--- config.mk ---
export PLATFORM = sky130hd
export DESIGN_NAME = regfile_mp_flat
export DESIGN_NICKNAME = d
export VERILOG_FILES = /design/src/rtl/regfile_mp_if.sv /design/src/rtl/regfile_mp.sv /design/src/flat_wrapper.sv
export SDC_FILE = /design/constraint.sdc
export NUM_CORES = 1
export LEC_CHECK = 0
export ABC_AREA = 0
export CORE_ASPECT_RATIO = 2
export CORE_MARGIN = 5
export CORE_UTILIZATION = 60
export DETAILED_ROUTE_END_ITERATION = 16
export HOLD_SLACK_MARGIN = 0.15
export PLACE_DENSITY = 0.8
export SLEW_MARGIN = 20
export SYNTH_ARGS = -nofsm -noshare
export SYNTH_HDL_FRONTEND = slang
export SYNTH_SLANG_ARGS = --single-unit
--- constraint.sdc ---
create_clock -name clk -period 5.9 [get_ports clk]
set_clock_uncertainty 0.05 [all_clocks]
set_input_delay 1.77 -clock clk [delete_from_list [all_inputs] [get_ports clk]]
set_output_delay 1.77 -clock clk [all_outputs]
set_load 0.03 [all_outputs]
--- src/rtl/regfile_mp_if.sv ---
// Bundles the register file's decode/writeback signals: write, read, reserve and clear controls.
// Latency: none, this file only groups wires.
// Backpressure: none; the slave accepts every strobe, and dropped writes show up on wr_drop.
interface regfile_mp_if #(
  parameter int DATA_W = 32,
  parameter int ADDR_W = 3,
  parameter int NUM_RD = 2
);
  localparam int DEPTH = 1 << ADDR_W;

  logic                       sto;
  logic [ADDR_W-1:0]          waddr;
  logic [DATA_W-1:0]          dataIn;
  logic [DATA_W/8-1:0]        wbe;
  logic [NUM_RD*ADDR_W-1:0]   raddr;
  logic [NUM_RD-1:0]          rden;
  logic [NUM_RD*DATA_W-1:0]   databus;
  logic                       resv;
  logic [ADDR_W-1:0]          resv_addr;
  logic [DEPTH-1:0]           pend_vec;
  logic                       clr_req;
  logic                       clr_busy;
  logic                       wr_drop;

  modport master (
    output sto, waddr, dataIn, wbe, raddr, rden, resv, resv_addr, clr_req,
    input  databus, pend_vec, clr_busy, wr_drop
  );

  modport slave (
    input  sto, waddr, dataIn, wbe, raddr, rden, resv, resv_addr, clr_req,
    output databus, pend_vec, clr_busy, wr_drop
  );
endinterface

--- src/rtl/regfile_mp.sv ---
// Multi-read-port register file: one byte-masked write port, NUM_RD read ports with write bypass, pending scoreboard, bulk clear.
// Latency: reads are registered (1 cycle); pend_vec updates at the edge; a bulk clear takes exactly DEPTH cycles.
// Backpressure: none; writes during a clear, or alongside clr_req, are dropped and flagged on wr_drop. Macro REGFILE_R0_ZERO_EN hardwires register 0 to zero.
module regfile_mp #(
  parameter int DATA_W = 32,
  parameter int ADDR_W = 3,
  parameter int NUM_RD = 2
) (
  input logic         clk,
  input logic         rst,
  regfile_mp_if.slave rf
);
  localparam int DEPTH = 1 << ADDR_W;
  localparam int NB    = DATA_W / 8;

`ifdef REGFILE_R0_ZERO_EN
  localparam bit R0_ZERO = 1'b1;
`else
  localparam bit R0_ZERO = 1'b0;
`endif

  typedef enum logic {IDLE = 1'b0, CLEAR = 1'b1} state_t;

  state_t                       state, state_nxt;
  logic [ADDR_W-1:0]            idx, idx_nxt;
  logic                         clr_start;
  logic [DATA_W-1:0]            mem [DEPTH];
  logic [DATA_W-1:0]            wmerge;
  logic                         w_r0;
  logic                         wr_hit;
  logic                         wr_en;
  logic [ADDR_W-1:0]            rd_a;
  logic [NUM_RD-1:0][DATA_W-1:0] rd_nxt;

  // A write is accepted only in IDLE with no clear starting this edge; the
  // hardwired-zero register swallows its writes silently.
  assign w_r0        = R0_ZERO && (rf.waddr == '0);
  assign wr_hit      = (state == IDLE) && rf.sto && !rf.clr_req;
  assign wr_en       = wr_hit && !w_r0;
  assign rf.wr_drop  = rst && rf.sto && !w_r0 && ((state == CLEAR) || rf.clr_req);
  assign rf.clr_busy = (state == CLEAR);

  // Clear FSM state register.
  always_ff @(posedge clk or negedge rst) begin
    if (!rst) begin
      state <= IDLE;
      idx   <= '0;
    end else begin
      state <= state_nxt;
      idx   <= idx_nxt;
    end
  end

  // Clear FSM next state: walk idx from 0 to DEPTH-1, one register per edge.
  always_comb begin
    state_nxt = state;
    idx_nxt   = idx;
    clr_start = 1'b0;
    case (state)
      IDLE: begin
        if (rf.clr_req) begin
          state_nxt = CLEAR;
          idx_nxt   = '0;
          clr_start = 1'b1;
        end
      end
      CLEAR: begin
        idx_nxt = idx + 1'b1;
        if (&idx) state_nxt = IDLE;
      end
      default: state_nxt = IDLE;
    endcase
  end

  // Merge new byte lanes over the current word at the write address.
  always_comb begin
    wmerge = mem[rf.waddr];
    for (int k = 0; k < NB; k++) begin
      if (rf.wbe[k]) wmerge[8*k +: 8] = rf.dataIn[8*k +: 8];
    end
  end

  // Storage: cleared by reset or one entry per edge by the clear engine.
  always_ff @(posedge clk or negedge rst) begin
    if (!rst) begin
      for (int j = 0; j < DEPTH; j++) mem[j] <= '0;
    end else if (state == CLEAR) begin
      mem[idx] <= '0;
    end else if (wr_en) begin
      mem[rf.waddr] <= wmerge;
    end
  end

  // Per-port read value with same-edge bypass; later checks take priority.
  always_comb begin
    rd_a   = '0;
    rd_nxt = '0;
    for (int i = 0; i < NUM_RD; i++) begin
      rd_a      = rf.raddr[i*ADDR_W +: ADDR_W];
      rd_nxt[i] = mem[rd_a];
      if (wr_en && (rd_a == rf.waddr))        rd_nxt[i] = wmerge;
      if ((state == CLEAR) && (rd_a == idx))  rd_nxt[i] = '0;
      if (R0_ZERO && (rd_a == '0))            rd_nxt[i] = '0;
    end
  end

  // Registered read ports; a port with rden low keeps its last value.
  always_ff @(posedge clk or negedge rst) begin
    if (!rst) begin
      rf.databus <= '0;
    end else begin
      for (int i = 0; i < NUM_RD; i++) begin
        if (rf.rden[i]) rf.databus[i*DATA_W +: DATA_W] <= rd_nxt[i];
      end
    end
  end

  // Pending scoreboard: accepted write clears, reserve sets (set wins), clear start wipes all.
  always_ff @(posedge clk or negedge rst) begin
    if (!rst) begin
      rf.pend_vec <= '0;
    end else if (clr_start) begin
      rf.pend_vec <= '0;
    end else if (state == IDLE) begin
      if (wr_hit) rf.pend_vec[rf.waddr] <= 1'b0;
      if (rf.resv && !(R0_ZERO && (rf.resv_addr == '0))) rf.pend_vec[rf.resv_addr] <= 1'b1;
    end
  end
endmodule

--- src/flat_wrapper.sv ---
// flat-port wrapper written by rule: the top's interface ports become plain ports
module regfile_mp_flat 
#(
  parameter int DATA_W = 32,
  parameter int ADDR_W = 3,
  parameter int NUM_RD = 2
)
  (clk, rst, rf_sto, rf_waddr, rf_dataIn, rf_wbe, rf_raddr, rf_rden, rf_resv, rf_resv_addr, rf_clr_req, rf_databus, rf_pend_vec, rf_clr_busy, rf_wr_drop);
  regfile_mp_if #(.DATA_W(DATA_W), .ADDR_W(ADDR_W), .NUM_RD(NUM_RD)) rf_i ();
  input logic clk;
  input logic rst;
  input wire logic [$bits(rf_i.sto)-1:0] rf_sto;
  input wire logic [$bits(rf_i.waddr)-1:0] rf_waddr;
  input wire logic [$bits(rf_i.dataIn)-1:0] rf_dataIn;
  input wire logic [$bits(rf_i.wbe)-1:0] rf_wbe;
  input wire logic [$bits(rf_i.raddr)-1:0] rf_raddr;
  input wire logic [$bits(rf_i.rden)-1:0] rf_rden;
  input wire logic [$bits(rf_i.resv)-1:0] rf_resv;
  input wire logic [$bits(rf_i.resv_addr)-1:0] rf_resv_addr;
  input wire logic [$bits(rf_i.clr_req)-1:0] rf_clr_req;
  output wire logic [$bits(rf_i.databus)-1:0] rf_databus;
  output wire logic [$bits(rf_i.pend_vec)-1:0] rf_pend_vec;
  output wire logic [$bits(rf_i.clr_busy)-1:0] rf_clr_busy;
  output wire logic [$bits(rf_i.wr_drop)-1:0] rf_wr_drop;
  assign rf_i.sto = rf_sto;
  assign rf_i.waddr = rf_waddr;
  assign rf_i.dataIn = rf_dataIn;
  assign rf_i.wbe = rf_wbe;
  assign rf_i.raddr = rf_raddr;
  assign rf_i.rden = rf_rden;
  assign rf_i.resv = rf_resv;
  assign rf_i.resv_addr = rf_resv_addr;
  assign rf_i.clr_req = rf_clr_req;
  assign rf_databus = rf_i.databus;
  assign rf_pend_vec = rf_i.pend_vec;
  assign rf_clr_busy = rf_i.clr_busy;
  assign rf_wr_drop = rf_i.wr_drop;
  regfile_mp #(.DATA_W(DATA_W), .ADDR_W(ADDR_W), .NUM_RD(NUM_RD)) u_core (.clk(clk), .rst(rst), .rf(rf_i));
endmodule
==> results.json <==
{
  "grtUsageTotal_pct": 36.5,
  "synth.distinct_cells": 48,
  "die_w_um": 135,
  "grt_pass1_wl_um": 97600,
  "post_cts_buffers": 0,
  "ys_seq_area_share_pct": 44.2,
  "ir_worst_vdd_v": 0.000270,
  "crit_start": "rf_clr_req",
  "final_nets": 1749,
  "hpwlAfterDp_um": 36700,
  "core-area_mm2": 0.0309,
  "yosys.area.top_type_share_pct": 44.2,
  "antenna_cells": 0,
  "slew_headroom_pct": 21.8,
  "vias_per_cell": 7.50,
  "ios": 129,
  "clock-sinks": 332,
  "crit_arrival_ns": 3.31,
  "synthXorXnorAreaFrac_pct": 0.560,
  "netlist_area_mm2": 0.0188,
  "synth_top_cell_by_area": "dfrtp_1",
  "cts.repair.resized": 0,
  "synthFlopType": "dfrtp_1",
  "cts_tree": "built",
  "outcome": "finished, final reports clean",
  "gp_congestion": 0.883,
  "r2r_start": "u_core.rf.clr_busy",
  "min-delay-path-class": "reg2reg",
  "synth_adder_area_share_pct": 0.133,
  "post-route-period-util_pct": 87.0,
  "grt.overflow.total": 0,
  "worstSetupEndpointType": "output port",
  "die-area_mm2": 0.0351,
  "grt_max_degree": 181,
  "synth_top_family_by_area": "multiplexers",
  "fp.dieH_um": 260,
  "yosys_warnings": 0,
  "critical_path_required_ns": 4.08,
  "cts_max_level": 1,
  "path_clk_slew_ns": 0.06,
  "rr_worst_depth": 3,
  "root_buffer": "clkbuf_16",
  "clock_path_buffers": 3,
  "start_util_pct": 60.9,
  "drt_pass1_iterations": 6,
  "reg2reg_to": "u_core.mem[245]",
  "setup_viol": 0,
  "min_period_ns": 5.13,
  "synthesis.nets": 1688,
  "drc": 0,
  "drt-initial-drc-count": 1965,
  "wl_per_cell_um": 29.8,
  "synth_compound_area_share_pct": 17.8,
  "clk_latency_ns": 0.60,
  "synthMostInstantiatedCell": "dfrtp_1",
  "avgSynthCellArea_um2": 11.5,
  "port_buffers": 128,
  "rrSetupSlack_ns": 2.58,
  "ys_top_cells_by_count": "dfrtp_1 (332), nand2_1 (257), o21ai_0 (206)",
  "numCtsBuffers": 31,
  "finalHoldViolCount": 0,
  "start_kind": "input port",
  "fmax_mhz": 195,
  "hold_buffers": 0,
  "maxCapViolCount": 0,
  "fin_tns_setup_ns": 0,
  "p_leak_uw": 0.00893,
  "async_flop_share_pct": 100,
  "final_antenna_net_count": 0,
  "synthTopCellsByArea": "dfrtp_1 (44%), mux4_2 (15%), mux2i_1 (9.4%)",
  "synthMuxAreaShare_pct": 25.7,
  "drive_gt1_share_pct": 17.6,
  "wirelength_um": 63500,
  "worstMarginPinSlew_ns": 1.17,
  "grt_pass1_vias": 16669,
  "synth_edf_count": 0,
  "rows": 91,
  "rsz0062_at_grt": "no",
  "crit_path_max_fanout": 6,
  "areaGrowthSynthToFinish_pct": 14.3,
  "syn_inst": 1631,
  "pwr_density_cell_mw_per_mm2": 321,
  "slew_viol_final": 0,
  "vias": 15996,
  "synth-seq-cells": 332,
  "antenna_found_initial": 0,
  "synthSimpleGateAreaFrac_pct": 7.81,
  "hold_ws_ns": 0.440,
  "crit_type": "in2out",
  "endpoint": "rf_wr_drop"
}
## flip-flops by register name, indices dropped and copies added, names as in the netlist
name                flops
u_core.rf.clr_busy      1
u_core.mem            256
u_core.rf.databus      64
u_core.rf.pend_vec      8
u_core.idx              3
## layer usage
layer | GRT usage, % | share of wire, %
met1 | 43.9 | 33
met2 | 56.9 | 47
met3 | 8.15 | 11
met4 | 27.4 | 8.9
met5 | 0.731 | 0
## area by class of cell
class	count	area, um2
clock inverter	16	245
clock buffer	40	870
multi-input combinational	1146	9850
timing repair buffer	176	1660
tap	418	523
sequential	332	8310
inverter	5	18.8
fill	2181	9380
## report_power, final
part	switching [uW]	leakage [uW]	total, uW	internal (uW)
clock	921	0.000542	2220	1300
sequential	320	0.00461	2850	2530
combinational	1160	0.00378	1830	675
total	2400	0.00893	6900	4500
## worst min-delay path by stage
stage	startpoint	end	depth (start not counted)
floorplan	u_core.mem[100]	u_core.mem[100]	2
detailed placement	u_core.rf.databus[25]	u_core.rf.databus[25]	2
finish	u_core.rf.databus[38]	u_core.rf.databus[38]	2
global route	u_core.rf.databus[22]	u_core.rf.databus[22]	2
global placement	u_core.rf.databus[6]	u_core.rf.databus[6]	2
CTS	u_core.rf.databus[39]	u_core.rf.databus[39]	2
## cells by family (layout without fill, tap and decap cells)
logic type	after synthesis	after routing
muxes	321	321
AOI/OAI and AO/OA	478	478
buffers and inverters	153	237
and+or+nand+nor	333	333
adders and majority gates	2	2
xor gates and xnor gates	12	12
DFF	332	332
## stage by stage
step	cells	total power (uW)	setup slack, ns	utilization, %	cell area (um2)
finish	2133	6900	0.768	69.6	21500
global route	2133	7100	0.686	69.6	21500
CTS	2133	6840	0.769	69.6	21500
detailed placement	2077	4640	0.775	66.0	20400
global placement	2077	4580	0.761	66.0	20400
floorplan	1631	3880	1.82	-	18800
## cells in the final DEF, fill, tap and decap left out, types with 4 or more instances in the layout
cell / Yosys / final
nor3_1: 6 / 6
nand2b_1: 35 / 34
mux4_2: 128 / 128
o21ai_0: 206 / 206
inv_1: 4 / 4
a22o_1: 48 / 48
nor2b_1: 7 / 7
nand2_1: 257 / 256
o2bb2ai_1: 18 / 18
buf_4: 9 / 47
clkdlybuf4s50_1: 0 / 119
buf_2: 54 / 5
clkbuf_16: 0 / 31
o22ai_1: 64 / 64
mux2_2: 16 / 16
a21oi_1: 10 / 6
a32oi_1: 16 / 14
bufinv_16: 0 / 6
o221ai_1: 49 / 49
clkinv_2: 0 / 5
o31a_1: 23 / 23
o31ai_2: 31 / 31
dfrtp_1: 332 / 332
mux2i_1: 177 / 177
xnor2_1: 12 / 12
nor2_1: 7 / 7
clkbuf_8: 0 / 6
## worst max-delay path, stage by stage
cell             delay [ns]
clkdlybuf4s50_1        0.57
nor2_1                 0.13
nor2_1                 0.15
clkdlybuf4s50_1        0.68
No activity file was read; power rests on OpenSTA's default activity.
